`config.mk`:
```
export PLATFORM = sky130hd
export DESIGN_NAME = imuldiv_int_div_iterative
export DESIGN_NICKNAME = d
export VERILOG_FILES = /design/src/rtl/imuldiv_int_div_iterative.sv
export SDC_FILE = /design/constraint.sdc
export NUM_CORES = 1
export LEC_CHECK = 0
export BUFFER_PORTS_ARGS = -buffer_cell sky130_fd_sc_hd__buf_4
export CAP_MARGIN = 40
export CORE_MARGIN = 1
export CORE_UTILIZATION = 30
export DETAILED_ROUTE_END_ITERATION = 7
export GPL_TIMING_DRIVEN = 0
export SLEW_MARGIN = 5
export SYNTH_ARGS = -nofsm -noshare
export SYNTH_HDL_FRONTEND = slang
export SYNTH_SLANG_ARGS = --single-unit
```
`constraint.sdc`:
```
create_clock -name clk -period 3.5 [get_ports clk]
set_input_delay 0.35 -clock clk [delete_from_list [all_inputs] [get_ports clk]]
set_output_delay 0.35 -clock clk [all_outputs]
set_load 0.02 [all_outputs]
```
`src/rtl/imuldiv_int_div_iterative.sv`:
```
// imuldiv_int_div_iterative
// Iterative 32-bit signed/unsigned divider for the PARC imuldiv subsystem.
// A restoring shift-subtract loop runs over the operand magnitudes for
// 32 cycles. Quotient and remainder come back together as {rem, quot}.
// Optional build macro: IMULDIV_DIV_ZERO_FASTPATH_EN. When it is defined,
// a zero divisor skips the loop and the unit goes straight to DONE with the
// same result bits the full loop would produce.
module imuldiv_int_div_iterative (
    input  logic        clk,
    input  logic        reset,
    input  logic        divreq_msg_fn,
    input  logic [31:0] divreq_msg_a,
    input  logic [31:0] divreq_msg_b,
    input  logic        divreq_val,
    output logic        divreq_rdy,
    output logic [63:0] divresp_msg_result,
    output logic        divresp_val,
    input  logic        divresp_rdy
);

    typedef enum logic [1:0] {
        ST_IDLE = 2'd0,
        ST_CALC = 2'd1,
        ST_DONE = 2'd2
    } state_e;

    // 32-bit two's-complement negation; wraps for 0x80000000.
    function automatic logic [31:0] neg32(input logic [31:0] x);
        neg32 = ~x + 32'd1;
    endfunction

    state_e      state_q, state_d;
    logic [4:0]  cnt_q, cnt_d;
    logic        sign_a_q, sign_a_d;
    logic        sign_b_q, sign_b_d;
    logic [31:0] divisor_q, divisor_d;
    // Remainder/quotient register. The top bit of the conceptual 65-bit
    // register is always zero between iterations, so only 64 bits are
    // stored and the shifted-out bit is rebuilt inside the subtract.
    logic [63:0] rem_q, rem_d;
    logic        rdy_q, val_q;

    logic        sign_a_s, sign_b_s;
    logic [31:0] a_mag_s, b_mag_s;
    logic [32:0] diff_s;
    logic [31:0] quot_fix_s, rem_fix_s;

    assign sign_a_s = divreq_msg_a[31] & ~divreq_msg_fn;
    assign sign_b_s = divreq_msg_b[31] & ~divreq_msg_fn;
    assign a_mag_s  = sign_a_s ? neg32(divreq_msg_a) : divreq_msg_a;
    assign b_mag_s  = sign_b_s ? neg32(divreq_msg_b) : divreq_msg_b;

    // After the left shift the upper 33 bits are rem_q[63:31].
    assign diff_s = rem_q[63:31] - {1'b0, divisor_q};

    // Sign fix-up of the stored magnitudes; the remainder follows the dividend.
    assign quot_fix_s = (sign_a_q ^ sign_b_q) ? neg32(rem_q[31:0]) : rem_q[31:0];
    assign rem_fix_s  = sign_a_q ? neg32(rem_q[63:32]) : rem_q[63:32];

    assign divreq_rdy         = rdy_q;
    assign divresp_val        = val_q;
    assign divresp_msg_result = {rem_fix_s, quot_fix_s};

    // Next-state and datapath update for the IDLE/CALC/DONE sequencer.
    always_comb begin
        state_d   = state_q;
        cnt_d     = cnt_q;
        sign_a_d  = sign_a_q;
        sign_b_d  = sign_b_q;
        divisor_d = divisor_q;
        rem_d     = rem_q;
        case (state_q)
            ST_IDLE: begin
                if (divreq_val) begin
                    sign_a_d  = sign_a_s;
                    sign_b_d  = sign_b_s;
                    divisor_d = b_mag_s;
                    cnt_d     = 5'd31;
`ifdef IMULDIV_DIV_ZERO_FASTPATH_EN
                    if (b_mag_s == 32'd0) begin
                        // Same bits the full loop leaves behind: quot all ones, rem |a|.
                        state_d = ST_DONE;
                        rem_d   = {a_mag_s, 32'hFFFF_FFFF};
                    end else begin
                        state_d = ST_CALC;
                        rem_d   = {32'd0, a_mag_s};
                    end
`else
                    state_d = ST_CALC;
                    rem_d   = {32'd0, a_mag_s};
`endif
                end else begin
                    state_d = ST_IDLE;
                end
            end
            ST_CALC: begin
                if (diff_s[32] == 1'b0) begin
                    rem_d = {diff_s[31:0], rem_q[30:0], 1'b1};
                end else begin
                    rem_d = {rem_q[62:0], 1'b0};
                end
                cnt_d = cnt_q - 5'd1;
                if (cnt_q == 5'd0) begin
                    state_d = ST_DONE;
                end else begin
                    state_d = ST_CALC;
                end
            end
            ST_DONE: begin
                if (divresp_rdy) begin
                    state_d = ST_IDLE;
                end else begin
                    state_d = ST_DONE;
                end
            end
            default: begin
                state_d = ST_IDLE;
            end
        endcase
    end

    // State, datapath and registered handshake outputs; synchronous reset.
    always_ff @(posedge clk) begin
        if (reset) begin
            state_q   <= ST_IDLE;
            cnt_q     <= 5'd0;
            sign_a_q  <= 1'b0;
            sign_b_q  <= 1'b0;
            divisor_q <= 32'd0;
            rem_q     <= 64'd0;
            rdy_q     <= 1'b1;
            val_q     <= 1'b0;
        end else begin
            state_q   <= state_d;
            cnt_q     <= cnt_d;
            sign_a_q  <= sign_a_d;
            sign_b_q  <= sign_b_d;
            divisor_q <= divisor_d;
            rem_q     <= rem_d;
            rdy_q     <= (state_d == ST_IDLE);
            val_q     <= (state_d == ST_DONE);
        end
    end

endmodule

```
Word-level counts from Yosys, hierarchy flattened

Cells that the tools add are included.

Flip-flop bits (word level): 107
Bits of input ports: 69
Output and inout port bits: 66

Add/subtract/negate cells: 6
Eq/ne operators: 4
Multiplexer cells: 13
Bitwise operators: 8
Reductions and logical operators: 6

Operators with widths:

| cell                  | number |
|---|---|
| $add 32x1->32 const B | 4 |
| $mux 32               | 4 |
| $mux 64               | 2 |
| $not 32->32           | 4 |
| $pmux 64 s2           | 1 |
| $sub 33x32->33        | 1 |
| $pmux 5 s2            | 1 |
| $pmux 2 s3            | 1 |
| $logic_not 5->1       | 1 |
| $mux 5                | 1 |
| $sub 5x1->5 const B   | 1 |
| $eq 2x2->1 const B    | 2 |
| $logic_not 2->1       | 2 |
| $mux 2                | 2 |
| $reduce_and 2->1      | 2 |
| $and 1x1->1           | 2 |
| $eq 2x1->1 const B    | 1 |
| $ne 2x2->1 const B    | 1 |
| $reduce_bool 2->1     | 1 |
| $mux 1                | 1 |
| $not 1->1             | 1 |
| $xor 1x1->1           | 1 |

Longest topological paths before layout

Gate-level depths: netlist of the first run.

Depth after elaboration: 5
Mapped depth: 13
Gate-level depth less buffers: 12

Worst setup path before layout of the first run

OpenSTA, ideal clock, no wires.

Path type: register to output
Start: register rem_q[38]
End: output divresp_msg_result[61]
Data arrival time: 2.891 ns
Path slack: 0.259 ns
Stages on the path, launching flop included: 8
Cells stage by stage: dfxtp_1 or4_4 or3_4 or3_4 or4_4 or3_4 o31ai_2 xnor2_1

Cells in the longest elaborated chain, start to end: 3

Ends and longest elaborated chain:

| element                | line | RTL |
|---|---|---|
| from (decl)            | 40   | `logic [63:0] rem_q, rem_d;` |
| from (signal assigned) | 139  | `rem_q <= rem_d;` |
| $not 32->32            | 29   | `neg32 = ~x + 32'd1;` |
| $add 32x1->32          | 29   |  |
| $mux 32                | 58   | `assign rem_fix_s = sign_a_q ? neg32(rem_q[63:32]) : rem_q[63:32];` |
| to (decl)              | 16   | `output logic [63:0] divresp_msg_result,` |

Every way passes these cells.

Final worst setup path of the first run

Ends and elaborated chain as after synthesis.

==> results of run 1 <==
cells by family (layout without fill, tap and decap cells):
group | Yosys count | after routing | synth area share
AO/OA/AOI/OAI | 319 | 319 | 0.260
XOR/XNOR | 147 | 147 | 0.154
adder cells (fa/ha/maj) | 38 | 38 | 0.0577
buffers and inverters | 111 | 282 | 0.0517
flip-flops | 107 | 107 | 0.256
multiplexers | 28 | 28 | 0.0337
AND/OR/NAND/NOR | 326 | 326 | 0.187
state kept, by name, summed over array words and instances (netlist names):
name and count:
sign_a_q 1, cnt_q 5, divreq_rdy 1, rem_q 64, divresp_val 1, sign_b_q 1
divisor_q 32, state_q 2
metal layers:
layer / routed length [um] / share of wire / global-route usage / vias to the layer above
met2: 12700 / 0.47 / 0.319 / 202
met5: 0 / 0 / 0 / -
met3: 1210 / 0.045 / 0.0262 / 25
li1: - / - / - / 4259
met4: 373 / 0.014 / 0.0384 / 0
met1: 12600 / 0.47 / 0.249 / 3889
cell usage in the layout, fill, tap and decap left out, types with 6 or more instances in the layout:
| master | count |
|---|---|
| a211oi_1 | 30 |
| a21o_1 | 13 |
| a21oi_1 | 62 |
| a222oi_1 | 30 |
| a31oi_1 | 9 |
| buf_4 | 155 |
| clkbuf_1 | 50 |
| clkbuf_16 | 9 |
| dfxtp_1 | 99 |
| ha_1 | 35 |
| inv_1 | 47 |
| mux2i_1 | 27 |
| nand2_1 | 92 |
| nand2b_1 | 12 |
| nand3_1 | 10 |
| nand4_1 | 7 |
| nor2_1 | 115 |
| nor2b_1 | 7 |
| nor3_1 | 16 |
| nor4_1 | 12 |
| o211ai_1 | 9 |
| o21a_1 | 6 |
| o21ai_0 | 80 |
| o21ai_1 | 6 |
| o31ai_1 | 19 |
| o41ai_1 | 12 |
| or3_1 | 14 |
| or4_1 | 8 |
| xnor2_1 | 81 |
| xor2_1 | 64 |
per-stage QoR:
step	cell area (um^2)	total power, mW	utilization
3_3_place_gp	9840	2.62	0.362
3_5_place_dp	9840	2.63	0.362
5_1_grt	10500	3.90	0.388
4_1_cts	10300	3.68	0.380
6_report	10500	3.69	0.388
2_1_floorplan	8370	2.20	-
worst min path at each step:
stage	endpoint
global route	divisor_q[0]
global placement	divisor_q[31]
floorplan	cnt_q[3]
CTS	divisor_q[0]
finish	divisor_q[0]
detailed placement	divisor_q[31]
power by group:
group | switching (mW) | total, mW | internal [mW]
combinational | 0.753 | 1.27 | 0.521
sequential | 0.0814 | 1.38 | 1.30
clock | 0.529 | 1.03 | 0.505
timing repair:
item,4_1_cts,5_1_grt
setup endpoints to repair,46,50
resized for setup,24,39
pin swaps,8,14
buffers inserted,14,7
cloned,1,0
hold endpoints to repair,0,0
final cells by class:
cell class,count,area share
plain buffers,59,0.0246
clock buffers,9,0.0214
clock inverters,7,0.00641
inverters,50,0.0183
multi-input cells,858,0.566
flip-flops and latches,107,0.206
well taps,372,0.0442
repair buffers,157,0.113
tightest hold or removal path: stages:
cell	delay (ps)
buf_4	120
nand2_1	60
a21oi_1	50
==> impl_results.md, run 1 <==
* Hold_sp: divreq_msg_b[0]
* Initial Util at 0.308
* Die Wd at 169 um
* Period utilization at 1.04
* HP Class: input pin to flip-flop
* Row cnt at 60
* Mapped Cells at 1076
* Largest net degree at the start of global routing at 21
* Crit path max fanout at 3
* CP required at 3150 ps
* Slew headroom at 0.443
* Delay-heaviest family, CP: simple AND/OR/NAND/NOR gates
* Pre-CTS WS at -454 ps
* Port buffer count at 134
* Worst path arrival time at 3290 ps
* Worst-path cell chain: or4_4, or3_4, or3_4, or4_4, or3_4, o31ai_4, xnor2_1, buf_4
* R2R Path End: rem_q[54]
* R2r worst-path depth at 15
* VDD IR max at 0.193 mV
* GPL Wtd Cong at 0.904
* CP endpoint: divresp_msg_result[61]
* Die area at 0.0286 mm^2
* Die Y at 169 um
* Min setup slack post-route at -141 ps
* Avg Cell Area, Syn at 7.77 um^2
* Fraction of registers with async set/reset at 0
* Setup violations, final at 8
* P per Cell Area at 350 mW/mm^2
* Top-count cell post-synth: nor2_1
* Worst r2r src: rem_q[31]
* Initial antenna violation count at 0
* Share of cells above drive strength 1 at 0.184
* Routed via count at 8375
* Final-report max-slew violation count at 0
* CP Launch Point: rem_q[38]
* Total Nets Final at 1349
* Hold Violations, Final at 0
* # fillers at 2913
* Hold Path Cell Cnt at 3
* Worst-path clk slew at 80 ps
* Core outline area at 0.0272 mm^2
* GRT Util Overall at 0.187
* Clock skew at 15.2 ps
* Io pins at 135
* Number of synthesized flops with an enable pin at 0
* Ant. Diodes at 0
* Sequential Area at 0.00216 mm^2
* Leak at 4.23 nW
* Maximum root-to-sink buffer count at 2
* Worst setup EP type: output port
* Least-Margin Pin Slew at 833 ps
* CTS tree: yes
* Crit Path Category: flip-flop to output port
* Tmin final at 3640 ps
* CP peak stage delay at 530 ps
* Routed Wire Length at 26900 um
* CP dominant cell by count: or3_4
* Synth area leaders: dfxtp_1 26%, xnor2_1 8.6%, xor2_1 6.8%
* Synth Register Bits at 107
* Synth top cells by count: 115 x nor2_1, 107 x dfxtp_1, 93 x nand2_1
* Synth unique cells at 67
* Fmax at 0.275 GHz
* Post-Syn Area at 0.00837 mm^2
* ANT nets after route at 0
* First-pass GRT wire length at 42300 um
* Status: complete, but fails checks
* # Max-Cap Violations at 0
* # DRC at 1
* Fin cells at 1619
* P&R area growth vs syn at 25.9%
* Worst Path Buf+Inv at 1
* RSZ-0062 raised after global routing: true
* Wire length per cell at 16.6 um
* H-tree depth at 3
* Worst-Skew Late Latency at 370 ps
* WHS at 273 ps
* Most common flop cell mapped by yosys: dfxtp_1
* Multi-input logic area at 0.00596 mm^2
* DRT iter0 DRCs at 588
* Register area share after synthesis at 0.256
* Hold-fix buffers, CTS at 0
* Syn nets at 1183
* Via density at 5.17
* Global route total overflow at 0
* Ys Warns at 0
* Synth area leader: dfxtp_1
* Vias in the first global route at 7845
* Dpl cells at 1583
* Clk sinks at 107
* TritonRoute pass-1 iters at 8
* Root buf cell: clkbuf_16
* Hpwl dp at 21000 um
* R2r setup slk at 200 ps
* CTS Buf Count at 9
* Startpoint types: flip-flop
* Levels on crit path at 8
* Failing checks: design-rule violations, negative setup slack
* Yosys top cell area share at 0.256
* Setup TNS at -618 ps
* CP max-delay cell: or4_4
No activity file was read; power rests on OpenSTA's default activity.
==> inputs of run 2 (changes only) <==
--- a/config.mk
+++ b/config.mk
@@ -5,7 +5,7 @@
 export SDC_FILE = /design/constraint.sdc
 export NUM_CORES = 1
 export LEC_CHECK = 0
-export BUFFER_PORTS_ARGS = -buffer_cell sky130_fd_sc_hd__buf_4
+export BUFFER_PORTS_ARGS = -buffer_cell sky130_fd_sc_hd__buf_2
 export CAP_MARGIN = 40
 export CORE_MARGIN = 1
 export CORE_UTILIZATION = 30
==> impl_results.md, run 2 (synthesis results as in run 1) <==
* HP Class: input pin to flip-flop
* Port buffer count at 134
* Clock power share at 0.304
* P&R area growth vs syn at 22.9%
* Layout Utilization at 0.378
* CTS tree: yes
* Int Power at 2.28 mW
* Hold Path Cell Cnt at 3
* Worst r2r src: rem_q[32]
* Crit path max fanout at 3
* Worst path arrival time at 3310 ps
* Hold_sp: divreq_msg_b[0]
* Setup violations, final at 3
* Final-report max-slew violation count at 0
* Initial Util at 0.308
* Via density at 5.21
* # Max-Cap Violations at 0
* CP max-delay cell: or4_4
* Hold Path End: divisor_q[0]
* RSZ-0062 raised after global routing: true
* Share of cells above drive strength 1 at 0.188
* Root buf cell: clkbuf_16
* Fin cells at 1625
* Most common cell after layout, fill and taps aside: buf_2
* Die area at 0.0286 mm^2
* Delay-heaviest family, CP: simple AND/OR/NAND/NOR gates
* CP peak stage delay at 530 ps
* Wire length per cell at 16.8 um
* # DRC at 0
* Routed Wire Length at 27300 um
* Startpoint types: flip-flop
* Vias in the first global route at 7896
* Worst setup EP type: output port
* Reg with most FFs: rem_q
* Slew headroom at 0.410
* Worst-path cell chain: or4_4, or3_4, or3_4, or4_4, or3_4, o31ai_4, xnor2_1, buf_4
* Leak at 4.19 nW
* H-tree depth at 3
* Tmin final at 3660 ps
* CP required at 3150 ps
* Die Wd at 169 um
* Clk sinks at 107
* Hold Violations, Final at 0
* CTS Buf Count at 9
* VDD IR max at 0.217 mV
* ANT nets after route at 0
* Fmax at 0.273 GHz
* Most frequent cells in the layout: 129 x buf_2, 114 x nor2_1, 99 x dfxtp_1
* Largest registers: rem_q: 64 flops, divisor_q: 32 flops, cnt_q: 5 flops
* R2r worst-path depth at 15
* R2R Path End: rem_q[38]
* GRT Util Overall at 0.187
* Worst-Skew Late Latency at 380 ps
* Routed via count at 8468
* R2r setup slk at 100 ps
* GPL Wtd Cong at 0.872
* Comb pwr share at 0.324
* Sequential Area at 0.00216 mm^2
* Io pins at 135
* Row cnt at 60
* # fillers at 2894
* Status: complete, but fails checks
* Multi-input logic area at 0.00595 mm^2
* Max reg flops at 64
* Switching Fraction at 0.384
* Dpl cells at 1583
* Largest net degree at the start of global routing at 24
* Die Y at 169 um
* Core outline area at 0.0272 mm^2
* Min setup slack post-route at -163 ps
* Sequential Power Share at 0.373
* NetSw at 1.43 mW
* Setup TNS at -336 ps
* Global route total overflow at 0
* Least-Margin Pin Slew at 885 ps
* First-pass GRT wire length at 42100 um
* DRT iter0 DRCs at 602
* Worst Path Buf+Inv at 1
* Hpwl dp at 21000 um
* WHS at 251 ps
* Crit Path Category: flip-flop to output port
* Worst-path clk slew at 80 ps
* P per Cell Area at 361 mW/mm^2
* Maximum root-to-sink buffer count at 2
* Failing checks: negative setup slack
* CP dominant cell by count: or3_4
* Total Nets Final at 1352
* Period utilization at 1.05
* Initial antenna violation count at 4
* TritonRoute pass-1 iters at 6
* Clock skew at 15.7 ps
-- run 2: cell types whose count changed in the layout (fill, tap and decap cells not counted), sizes merged --
| cell | delta |
|---|---|
| buf | +1 |
| diode | +3 |
| clkbuf | +2 |
-- run 2: repair_timing --
action	4_1_cts	5_1_grt
buffers inserted	19	3
endpoints found under the setup margin	52	49
gates cloned	1	2
hold buffers	0	0
resized for setup	31	32
pin swaps	8	8
-- run 2: worst max path at each step --
stage | startpoint | to | slack, ps | cells after the start
4_1_cts | rem_q[38] | divresp_msg_result[61] | -280 | 8
6_report | rem_q[38] | divresp_msg_result[63] | -160 | 8
3_3_place_gp | rem_q[31] | rem_q[56] | -410 | 13
3_5_place_dp | rem_q[31] | rem_q[57] | -450 | 13
5_1_grt | rem_q[38] | divresp_msg_result[63] | -240 | 8
2_1_floorplan | rem_q[38] | divresp_msg_result[61] | 260 | 7
-- run 2: per-stage QoR --
stage	worst slack [ps]	total power, mW	instance area, um^2
2_1_floorplan	259	2.20	8370
3_3_place_gp	-413	2.55	9500
3_5_place_dp	-448	2.57	9510
4_1_cts	-276	3.70	10100
5_1_grt	-242	3.92	10300
6_report	-163	3.71	10300
-- run 2: area by class of cell --
| cell class | instances | area share |
|---|---|---|
| diodes | 3 | 0.000730 |
| plain buffers | 59 | 0.0262 |
| clock buffers | 9 | 0.0219 |
| clock inverters | 7 | 0.00913 |
| inverters | 50 | 0.0185 |
| multi-input cells | 858 | 0.579 |
| flip-flops and latches | 107 | 0.210 |
| well taps | 372 | 0.0453 |
| repair buffers | 160 | 0.0892 |
-- run 2: power groups by stage --
| stage | logic [mW] | registers, mW | clock network [mW] |
|---|---|---|---|
| after detailed placement | 1.15 | 1.41 | 0 |
| after global placement | 1.15 | 1.41 | 0 |
| final | 1.20 | 1.38 | 1.13 |
| after global routing | 1.32 | 1.39 | 1.20 |
| after CTS | 1.18 | 1.38 | 1.15 |
| after floorplan | 0.816 | 1.39 | 0 |
-- run 2: routing by layer --
layer,up-vias,GRT usage,part of all wire
li1,4267,-,-
met1,3986,0.246,0.46
met2,182,0.315,0.47
met3,29,0.0236,0.043
met4,4,0.0619,0.018
met5,-,0,0.00081
-- run 2: worst register-to-register path, cell delays in order, from the launching register on --
cell and delay (ps):
dfxtp_4 380, inv_4 50, buf_4 140, fa_2 400
nand2b_4 160, a21o_4 230, a31o_4 250, o211a_4 280
o211ai_1 240, buf_4 170, o221ai_2 120, xnor2_2 240
buf_6 190, buf_12 130, mux2i_1 210, o21ai_0 100
